[src/rtl/mac_pkg.sv]
// Shared fixed-point definitions for the MAC result drain: default formats,
// derived widths and helpers for the quantizer shift and rounding constant.
package mac_pkg;

    localparam int MAC_INT_IN   = 10;
    localparam int MAC_FRAC_IN  = 22;
    localparam int MAC_INT_OUT  = 1;
    localparam int MAC_FRAC_OUT = 11;

    localparam int MAC_IN_W  = MAC_INT_IN + MAC_FRAC_IN;
    localparam int MAC_OUT_W = MAC_INT_OUT + MAC_FRAC_OUT;
    localparam int MAC_SHIFT = MAC_FRAC_IN - MAC_FRAC_OUT;
    localparam logic [MAC_IN_W:0] MAC_RND = (MAC_IN_W + 1)'(1) << (MAC_SHIFT - 1);

    typedef struct packed {
        logic                 sat;
        logic [MAC_OUT_W-1:0] data;
    } mac_entry_t;

    function automatic int shift_amount(input int frac_in, input int frac_out);
        return frac_in - frac_out;
    endfunction

    // Half an output LSB expressed in input LSBs; drives round-half-up.
    function automatic int round_bit(input int frac_in, input int frac_out);
        return shift_amount(frac_in, frac_out) - 1;
    endfunction

endpackage

[src/rtl/mac_result_fifo.sv]
// Two-entry first-word-fall-through FIFO with a registered head output that
// holds its last value when empty; push and pop may coincide when full.
module mac_result_fifo #(
    parameter int WIDTH = 13
) (
    input  logic             clk_i,
    input  logic             reset_ni,
    input  logic             push_i,
    input  logic [WIDTH-1:0] data_i,
    input  logic             pop_i,
    output logic [WIDTH-1:0] data_o,
    output logic             full_o,
    output logic             empty_o
);

    logic [WIDTH-1:0] r_mem [2];
    logic [WIDTH-1:0] r_head;
    logic             r_wptr;
    logic             r_rptr;
    logic [1:0]       r_count;
    logic             w_push;
    logic             w_pop;

    assign full_o  = (r_count == 2'd2);
    assign empty_o = (r_count == 2'd0);
    assign w_pop   = pop_i && !empty_o;
    assign w_push  = push_i && (!full_o || w_pop);
    assign data_o  = r_head;

    always_ff @(posedge clk_i or negedge reset_ni) begin
        if (!reset_ni) begin
            r_mem[0] <= '0;
            r_mem[1] <= '0;
            r_head   <= '0;
            r_wptr   <= 1'b0;
            r_rptr   <= 1'b0;
            r_count  <= 2'd0;
        end else begin
            if (w_push) begin
                r_mem[r_wptr] <= data_i;
                r_wptr        <= ~r_wptr;
            end
            if (w_pop) begin
                r_rptr <= ~r_rptr;
            end
            if (w_push && !w_pop) begin
                r_count <= r_count + 2'd1;
            end else if (w_pop && !w_push) begin
                r_count <= r_count - 2'd1;
            end
            // Head follows the oldest live entry; an emptied FIFO keeps the last word.
            if (w_pop) begin
                if (full_o) begin
                    r_head <= r_mem[~r_rptr];
                end else if (w_push) begin
                    r_head <= data_i;
                end
            end else if (empty_o && w_push) begin
                r_head <= data_i;
            end
        end
    end

endmodule

[src/rtl/mac_result_drain.sv]
// Keeps every len_p-th MAC result, rounds/saturates it to operand format and
// buffers it in a 2-entry FIFO. MAC_RESULT_DRAIN_SAT_COUNT_EN builds sat_count_o.
module mac_result_drain
    import mac_pkg::*;
#(
    parameter int int_in_p   = 10,
    parameter int frac_in_p  = 22,
    parameter int int_out_p  = 1,
    parameter int frac_out_p = 11,
    parameter int len_p      = 16
) (
    input  logic                            clk_i,
    input  logic                            reset_ni,
    input  logic                            valid_i,
    output logic                            ready_o,
    input  logic [int_in_p+frac_in_p-1:0]   data_i,
    output logic                            valid_o,
    input  logic                            ready_i,
    output logic [int_out_p+frac_out_p-1:0] data_o,
    output logic                            sat_o,
    output logic [15:0]                     sat_count_o
);

    localparam int IN_W  = int_in_p + frac_in_p;
    localparam int OUT_W = int_out_p + frac_out_p;
    localparam int SUM_W = IN_W + 1;
    localparam int SHIFT = shift_amount(frac_in_p, frac_out_p);
    localparam int CNT_W = (len_p > 1) ? $clog2(len_p) : 1;
    localparam logic [CNT_W-1:0] LAST = CNT_W'(len_p - 1);
    localparam logic [SUM_W-1:0] RND  = SUM_W'(1) << round_bit(frac_in_p, frac_out_p);

    typedef struct packed {
        logic             sat;
        logic [OUT_W-1:0] data;
    } entry_t;

    logic [CNT_W-1:0]        r_beat;
    logic                    w_last;
    logic                    w_accept;
    logic                    w_push;
    logic                    w_pop;
    logic                    w_full;
    logic                    w_empty;
    logic signed [SUM_W-1:0] w_sum;
    logic signed [SUM_W-1:0] w_shift;
    logic [SUM_W-OUT_W:0]    w_hi;
    entry_t                  w_entry;
    entry_t                  w_head;

    // A full FIFO still takes the final beat when the head leaves in the same cycle.
    assign w_last   = (r_beat == LAST);
    assign ready_o  = !w_last || !w_full || ready_i;
    assign w_accept = valid_i && ready_o;
    assign w_push   = w_accept && w_last;
    assign w_pop    = valid_o && ready_i;

    always_ff @(posedge clk_i or negedge reset_ni) begin
        if (!reset_ni) begin
            r_beat <= '0;
        end else if (w_accept) begin
            r_beat <= w_last ? '0 : r_beat + CNT_W'(1);
        end
    end

    assign w_sum   = $signed({data_i[IN_W-1], data_i}) + $signed(RND);
    assign w_shift = w_sum >>> SHIFT;
    assign w_hi    = w_shift[SUM_W-1:OUT_W-1];

    // Any disagreement among the bits above the output sign means overflow.
    always_comb begin
        w_entry.sat  = 1'b0;
        w_entry.data = w_shift[OUT_W-1:0];
        if (!(&w_hi) && (|w_hi)) begin
            w_entry.sat  = 1'b1;
            w_entry.data = w_shift[SUM_W-1] ? {1'b1, {(OUT_W-1){1'b0}}}
                                            : {1'b0, {(OUT_W-1){1'b1}}};
        end
    end

    mac_result_fifo #(
        .WIDTH($bits(entry_t))
    ) u_fifo (
        .clk_i   (clk_i),
        .reset_ni(reset_ni),
        .push_i  (w_push),
        .data_i  (w_entry),
        .pop_i   (w_pop),
        .data_o  (w_head),
        .full_o  (w_full),
        .empty_o (w_empty)
    );

    assign valid_o = !w_empty;
    assign data_o  = w_head.data;
    assign sat_o   = w_head.sat;

`ifdef MAC_RESULT_DRAIN_SAT_COUNT_EN
    logic [15:0] r_sat_count;

    always_ff @(posedge clk_i or negedge reset_ni) begin
        if (!reset_ni) begin
            r_sat_count <= 16'd0;
        end else if (w_push && w_entry.sat && (r_sat_count != 16'hFFFF)) begin
            r_sat_count <= r_sat_count + 16'd1;
        end
    end

    assign sat_count_o = r_sat_count;
`else
    assign sat_count_o = 16'd0;
`endif

endmodule

[config.mk]
export PLATFORM = sky130hd
export DESIGN_NAME = mac_result_drain
export DESIGN_NICKNAME = d
export VERILOG_FILES = /design/src/rtl/mac_pkg.sv /design/src/rtl/mac_result_fifo.sv /design/src/rtl/mac_result_drain.sv
export SDC_FILE = /design/constraint.sdc
export NUM_CORES = 1
export LEC_CHECK = 0
export BUFFER_PORTS_ARGS = -buffer_cell sky130_fd_sc_hd__buf_4
export CAP_MARGIN = 0
export CORE_ASPECT_RATIO = 0.7
export CORE_MARGIN = 2
export CORE_UTILIZATION = 54
export DETAILED_ROUTE_END_ITERATION = 7
export MAX_ROUTING_LAYER = met4
export PLACE_DENSITY = 0.81
export RECOVER_POWER = 25
export SYNTH_ARGS = -nofsm -noshare
export SYNTH_HDL_FRONTEND = slang
export SYNTH_SLANG_ARGS = --single-unit
[constraint.sdc]
create_clock -name clk_i -period 3.3 [get_ports clk_i]
set_input_delay 0.165 -clock clk_i [delete_from_list [all_inputs] [get_ports clk_i]]
set_output_delay 0.165 -clock clk_i [all_outputs]
set_load 0.05 [all_outputs]
==> results_dict.tcl, run 1 <==
set metrics [dict create \
    antenna_cells 0 \
    setup-violations-final 0 \
    cts_root_buffer "clkbuf_8" \
    seqPwrFrac_pct 42.1 \
    place_hpwl_mm 4.44 \
    critPathKind "reg -> reg" \
    cp_cell_sequence "ha_1 > nand3_1 > or4b_2 > nand2_1 > nor2_2 > inv_1 > ha_1 > nor4b_1 > a21oi_1 > o22a_1 > nand2b_1 > a21o_1 > o21ai_0" \
    path_clk_slew_ns 0.08 \
    synthFlopType "dfrtp_1" \
    synth.yosys.seq_area_share_pct 41.3 \
    p_leak_nw 1.46 \
    synthTopCellsByArea "dfrtp_1, nand2_1, mux2i_1" \
    r2r_slack_ns 0.29 \
    max_freq_mhz 333 \
    setup_slack_ns 0.293 \
    vias 2346 \
    grt_first_pass_wirelength_mm 10.5 \
    status "finished, violations left" \
    yosysTopAreaCell "dfrtp_1" \
    cts_max_path_buffers 2 \
    area_delta_synth_final_pct 13.4 \
    violations "max-capacitance violations, max-slew violations" \
    async_reset_ff_share_pct 100 \
    synth_enable_flop_cells 0 \
    min_path_type "in -> reg" \
    detail-route-antenna-nets 0 \
    cp_num_buf_inv 1 \
    dp_slack_ns 0.325 \
    r2r-end "u_fifo.data_o[10]" \
    layout-drive-gt1-share_pct 21.2 \
    drtIter0Drc 110 \
    ys_types 50 \
    synth_top_area_share_pct 41.3 \
    max-slew-margin-rel_pct -63.1 \
    clk_latency_ns 0.30 \
    firstDrtPassIters 4 \
    cp.depth 13 \
    min-delay-start "valid_i" \
    grt_max_degree 48 \
    grt_setup_unrepaired "false" \
    swShare_pct 43.3 \
    maxCapViolCount 1 \
    slowest_stage "or4b_2" \
    yosysWarnings 0 \
    avgSynthCellArea_um2 9.09 \
    coreArea_um2 5150 \
    slew_violations 48 \
    path_max_fanout 10 \
    grt_usage_pct 23.2 \
    viasPerCell 5.52 \
    fin_tns_setup_ns 0 \
    num_rows 22 \
    end_kind "register" \
    grt_pass1_vias 2208 \
    power_density_nw_per_um2 770 \
    dieArea_um2 5870 \
    cts_buffers 5 \
    critical-path-max-stage-delay_ns 0.68 \
    hold_violations 0 \
    combPwrFrac_pct 44.6 \
    gp_congestion 0.855 \
    r2r_start "r_beat[0]" \
    yosys_register_bits 47 \
    finalCritPeriodShare_pct 91.1 \
    nNetsFinal 392 \
    crit_top_cell "ha_1" \
    die_height_um 64.7 \
    routed_wl_mm 6.02 \
    cts_max_level 2 \
    hold_path_depth 3 \
    drc 0 \
    min_period_ns 3.01 \
    ir_drop_mv 0.220 \
    cp.arrival_ns 3.17 \
    clock_power_share_pct 13.3 \
    cts_tree "yes" \
    startpoint_type "register" \
    cp-startpoint "r_beat[0]" \
    ioPinCount 67 \
    clock_sinks 47 \
    internal_power_w 0.00141 \
    reg2reg_depth 13 \
    die_x_um 90.8 \
    globalRouteOverflowTotal 0 \
    initial_core_util_pct 55.3 \
    min_to "r_beat[3]" \
    crit_family "simple AND/OR/NAND/NOR gates" \
    worst_pin_slew_ns 2.45 \
    cts_setup_buffers 0 \
    skew_ns 0.00675 \
    synth_common_cells "dfrtp_1, nand2_1, o21ai_1, nor2_1, a21oi_1" \
    routedWlPerCell_um 14.2 \
    antenna_found_initial 0 \
    p_sw_w 0.00108 \
    io_buffers 40 \
    syn-cell-area_um2 2850 \
    crit_required_ns 3.47 \
    syn_inst 313 \
    synth.most_common_cell "dfrtp_1" \
]
[metrics by stage]
step           instances  hold WS, ns  total power (W)  utilization [%]  instance area [µm²]
3_3_place_gp         416        0.206          0.00212             60.9                 3140
5_1_grt              425        0.194          0.00266             62.7                 3230
2_1_floorplan        328       -0.131          0.00185                -                 2900
3_5_place_dp         416        0.205          0.00217             60.9                 3140
6_report             425        0.187          0.00249             62.7                 3230
4_1_cts              425        0.164          0.00250             62.7                 3230
[what timing repair did]
| action | 4_1_cts | 5_1_grt |
|---|---|---|
| endpoints found under the hold margin | 47 | 0 |
| gates resized for setup | 0 | 1 |
| hold buffers | 1 | 0 |
| setup endpoints to repair | 0 | 4 |
[placed cells by master (no fill, tap or decap), types with 2 or more instances in the layout]
cell type  Yosys  final
o21ai_2        5      5
and4_1         2      2
inv_1          5      5
ha_1           4      4
nor4_1         2      2
clkbuf_1       8      3
mux2_2         3      3
xnor2_1        9      9
nor3_1         4      4
a21oi_1       18     18
or3_1          2      2
nand4_1        6      6
a31oi_1        2      2
conb_1         1     16
and3_1         3      3
nand3_1       15     15
a211o_1        2      2
mux2i_1       13     13
or4_4          2      2
dfrtp_1       47     47
clkbuf_8       0      5
a21o_1         3      3
buf_4         16     44
o21ai_0       12     12
xor2_1        11     11
o21ai_1       23     23
nor2_1        19     18
nand2_1       42     42
a21oi_2        9      9
and2_1         2      2
[layout make-up]
class                           count  area [µm²]
Clock buffer                        7        76.3
Clock inverter                      1        5.00
Fill cell                         442        1920
Inverter                            5        18.8
Multi-Input combinational cell    247        1520
Sequential cell                    47        1180
Tap cell                           72        90.1
Timing Repair Buffer               46         344
[state kept, by name, summed over array words and instances, names as in the netlist]
signal and count:
u_fifo.r_rptr 1, u_fifo.r_wptr 1, u_fifo.r_count 2, u_fifo.r_mem 26, u_fifo.data_o 13, r_beat 4
[logic make-up (layout without fill, tap and decap cells)]
group / after synthesis / count (layout) / share of synthesized area (%)
AO/OA/AOI/OAI: 81 / 81 / 18.0
XOR/XNOR: 20 / 20 / 6.16
adder cells (fa/ha/maj): 4 / 4 / 1.76
buffers and inverters: 34 / 59 / 7.43
flip-flops: 47 / 47 / 41.3
multiplexers: 16 / 16 / 5.76
other: 1 / 16 / 0.132
AND/OR/NAND/NOR: 110 / 110 / 19.4
[power groups by stage]
| stage | sequential, W | clock [W] | combinational [W] |
|---|---|---|---|
| 2_1_floorplan | 0.00124 | 0 | 0.000619 |
| 3_3_place_gp | 0.00104 | 0 | 0.00108 |
| 3_5_place_dp | 0.00106 | 0 | 0.00111 |
| 4_1_cts | 0.00105 | 0.000337 | 0.00111 |
| 5_1_grt | 0.00109 | 0.000362 | 0.00122 |
| 6_report | 0.00105 | 0.000331 | 0.00111 |
[tightest hold or removal path: cells and delay by family]
family                 cells  cell delay, ns
buffers and inverters      1            0.13
AO/OA/AOI/OAI              1            0.08
AND/OR/NAND/NOR            1            0.07
[worst max-delay path by stage]
stage | end | slack, ns
floorplan | u_fifo.data_o[10] | 0.37
global placement | u_fifo.data_o[8] | 0.40
detailed placement | u_fifo.data_o[10] | 0.33
CTS | u_fifo.data_o[10] | 0.30
global route | u_fifo.data_o[10] | 0.02
finish | u_fifo.data_o[10] | 0.29
[layer usage]
layer	part of all wire, %	global-route usage [%]
met1	49	32.5
met5	0	-
met3	7.4	3.49
met2	43	35.5
met4	1.2	6.73
(Power assumes the default switching activity.)
==> inputs of run 2 (changes only) <==
- ABC_AREA: unset -> 1
- CORE_UTILIZATION: 54 -> 55
- clock period: 3.3 -> 2.9 ns (I/O delays scaled with it)
==> run 2 against run 1 <==
The flow now finishes without violations. First-iteration DRC count rose by 61%. Global-route usage up 4.0 points. Design area increased by 8.5%. Via count grew 26%. Largest power group unchanged. Clock power rose by 52%. Sequential power up 12%. Synthesized cell count up 48%. Sequential cell count is the same.
==> results_dict.tcl, run 2 <==
set metrics [dict create \
    synth_common_cells "nand2_1, dfrtp_1, nor2_1, inv_1, a21oi_1" \
    synth.yosys.seq_area_share_pct 37.7 \
    grtUsageMet2_pct 41.7 \
    power_density_nw_per_um2 866 \
    synthTopCellsByArea "dfrtp_1, nand2_1, buf_4" \
    place_hpwl_mm 5.71 \
    cts_max_path_buffers 2 \
    initial_core_util_pct 58.2 \
    cts_buffers 5 \
    ioPinCount 67 \
    grt_max_degree 48 \
    finish.utilization_pct 65.2 \
    die_x_um 94.1 \
    detail-route-antenna-nets 0 \
    ir_drop_mv 0.542 \
    layout_commonest_cell "nand2_1" \
    setup-violations-final 0 \
    swShare_pct 45.0 \
    synth_enable_flop_cells 0 \
    syn_inst 462 \
    die_height_um 67.0 \
    max-slew-margin-rel_pct 22.4 \
    combPwrFrac_pct 44.7 \
    area_delta_synth_final_pct 12.1 \
    dieArea_um2 6310 \
    layout-drive-gt1-share_pct 14.3 \
    cts_root_buffer "clkbuf_8" \
    path_max_fanout 14 \
    end_kind "register" \
    largest_reg_flops 26 \
    viasPerCell 5.19 \
    maxCapViolCount 0 \
    path_clk_slew_ns 0.09 \
    synth.most_common_cell "nand2_1" \
    critPathKind "reg -> reg" \
    grtUsageMet1_pct 36.5 \
    slew_violations 0 \
    globalRouteOverflowTotal 0 \
    firstDrtPassIters 5 \
    drc 0 \
    grt_pass1_vias 2763 \
    grt_first_pass_wirelength_mm 12.8 \
    grtUsageMet3_pct 5.88 \
    min_path_type "in -> reg" \
    max_freq_mhz 397 \
    async_reset_ff_share_pct 100 \
    finalCritPeriodShare_pct 86.8 \
    p_sw_w 0.00137 \
    grt_setup_unrepaired "false" \
    cp.arrival_ns 2.69 \
    startpoint_type "register" \
    final_cell_mix "nand2_1, dfrtp_1, nor2_1, buf_4, inv_1" \
    num_rows 22 \
    clock_sinks 47 \
    yosys_register_bits 47 \
    crit_required_ns 3.07 \
    cts_tree "yes" \
    cts_setup_buffers 0 \
    synthFlopType "dfrtp_1" \
    seqPwrFrac_pct 38.7 \
    io_buffers 40 \
    avgSynthCellArea_um2 6.76 \
    routed_wl_mm 7.67 \
    clk_latency_ns 0.30 \
    routedWlPerCell_um 13.5 \
    antenna_cells 0 \
    gp_congestion 0.939 \
    synth_top_area_share_pct 37.7 \
    vias 2949 \
    worst_pin_slew_ns 1.16 \
    ys_types 27 \
    syn-cell-area_um2 3120 \
    coreArea_um2 5370 \
    cts_max_level 2 \
    p_leak_nw 1.86 \
    hold_violations 0 \
    min_period_ns 2.52 \
    internal_power_w 0.00167 \
    antenna_found_initial 0 \
    clock_power_share_pct 16.6 \
    yosysTopAreaCell "dfrtp_1" \
    fin_tns_setup_ns 0 \
    status "completed" \
    drtIter0Drc 177 \
    gr-max-usage-layer "met2" \
    largest_register "u_fifo.r_mem" \
    yosysWarnings 0 \
    nNetsFinal 535 \
    skew_ns 0.00532 \
    grt_usage_pct 27.3 \
]
==> run 2: final cells by class <==
| class | instances | area, µm² |
|---|---|---|
| tap | 72 | 90.1 |
| clock inverter | 2 | 35.0 |
| clock buffer | 6 | 82.6 |
| multi-input combinational | 364 | 1680 |
| inverter | 36 | 135 |
| sequential | 47 | 1180 |
| timing repair buffer | 41 | 308 |
| fill | 473 | 1870 |
==> run 2: layer usage <==
layer	part of all wire [%]	up-vias	wire length, µm
met3	8.2	13	632
met4	1.9	0	146
met1	45	1343	3480
met2	44	120	3410
met5	0	-	0
li1	-	1473	-
==> run 2: logic make-up (layout without fill, tap and decap cells) <==
| group | after synthesis | after routing | share of synthesized area [%] |
|---|---|---|---|
| adders and majority gates | 4 | 4 | 1.60 |
| other | 1 | 16 | 0.120 |
| DFF | 47 | 47 | 37.7 |
| and+or+nand+nor | 286 | 286 | 38.2 |
| buffers and inverters | 66 | 85 | 10.9 |
| AOI/OAI and AO/OA | 42 | 42 | 7.01 |
| xor gates and xnor gates | 16 | 16 | 4.49 |
==> run 2: power by group through the flow <==
stage                     Sequential, W  Clock [W]  Combinational (W)
after floorplan                 0.00141          0           0.000744
after global placement          0.00116          0            0.00130
after detailed placement        0.00118          0            0.00134
after CTS                       0.00117   0.000514            0.00135
after global routing            0.00121   0.000531            0.00150
final                           0.00118   0.000504            0.00136
==> run 2: timing repair <==
action	CTS	global route
hold buffers	1	0
resized for setup	0	3
setup endpoints to repair	0	38
hold endpoints to repair	47	0
==> run 2: critical path: stages (launching register included) <==
cell	delay, ns
dfrtp_1	0.42
ha_1	0.23
nand2_1	0.06
nor2_1	0.05
nand3_1	0.09
nand2_1	0.10
inv_1	0.12
nand2_1	0.17
nor2_2	0.52
inv_1	0.40
nand2_1	0.13
o21ai_0	0.09
==> run 2: through the flow <==
step | hold slack, ns | instances | area, µm² | setup slack [ns] | total power [W]
2_1_floorplan | -0.151 | 477 | 3180 | 0.405 | 0.00216
3_3_place_gp | 0.183 | 559 | 3360 | 0.196 | 0.00246
3_5_place_dp | 0.190 | 559 | 3360 | 0.0858 | 0.00252
4_1_cts | 0.156 | 568 | 3490 | 0.0571 | 0.00304
5_1_grt | 0.158 | 568 | 3500 | 0.107 | 0.00325
6_report | 0.152 | 568 | 3500 | 0.383 | 0.00303
==> run 2: final timing paths <==
path | slack, ns | start | cells past startpoint | endpoint
max in group asynchronous | 1.59 | reset_ni | 2 | u_fifo.r_mem[8]
worst max register to register | 0.38 | r_beat[0] | 11 | u_fifo.r_mem[12]
worst min register to register | 0.49 | u_fifo.r_mem[6] | 2 | u_fifo.r_mem[6]
worst min-delay path | 0.15 | valid_i | 3 | r_beat[0]
min in group asynchronous | 0.59 | reset_ni | 2 | u_fifo.data_o[0]
worst max-delay path | 0.38 | r_beat[0] | 11 | u_fifo.r_mem[12]
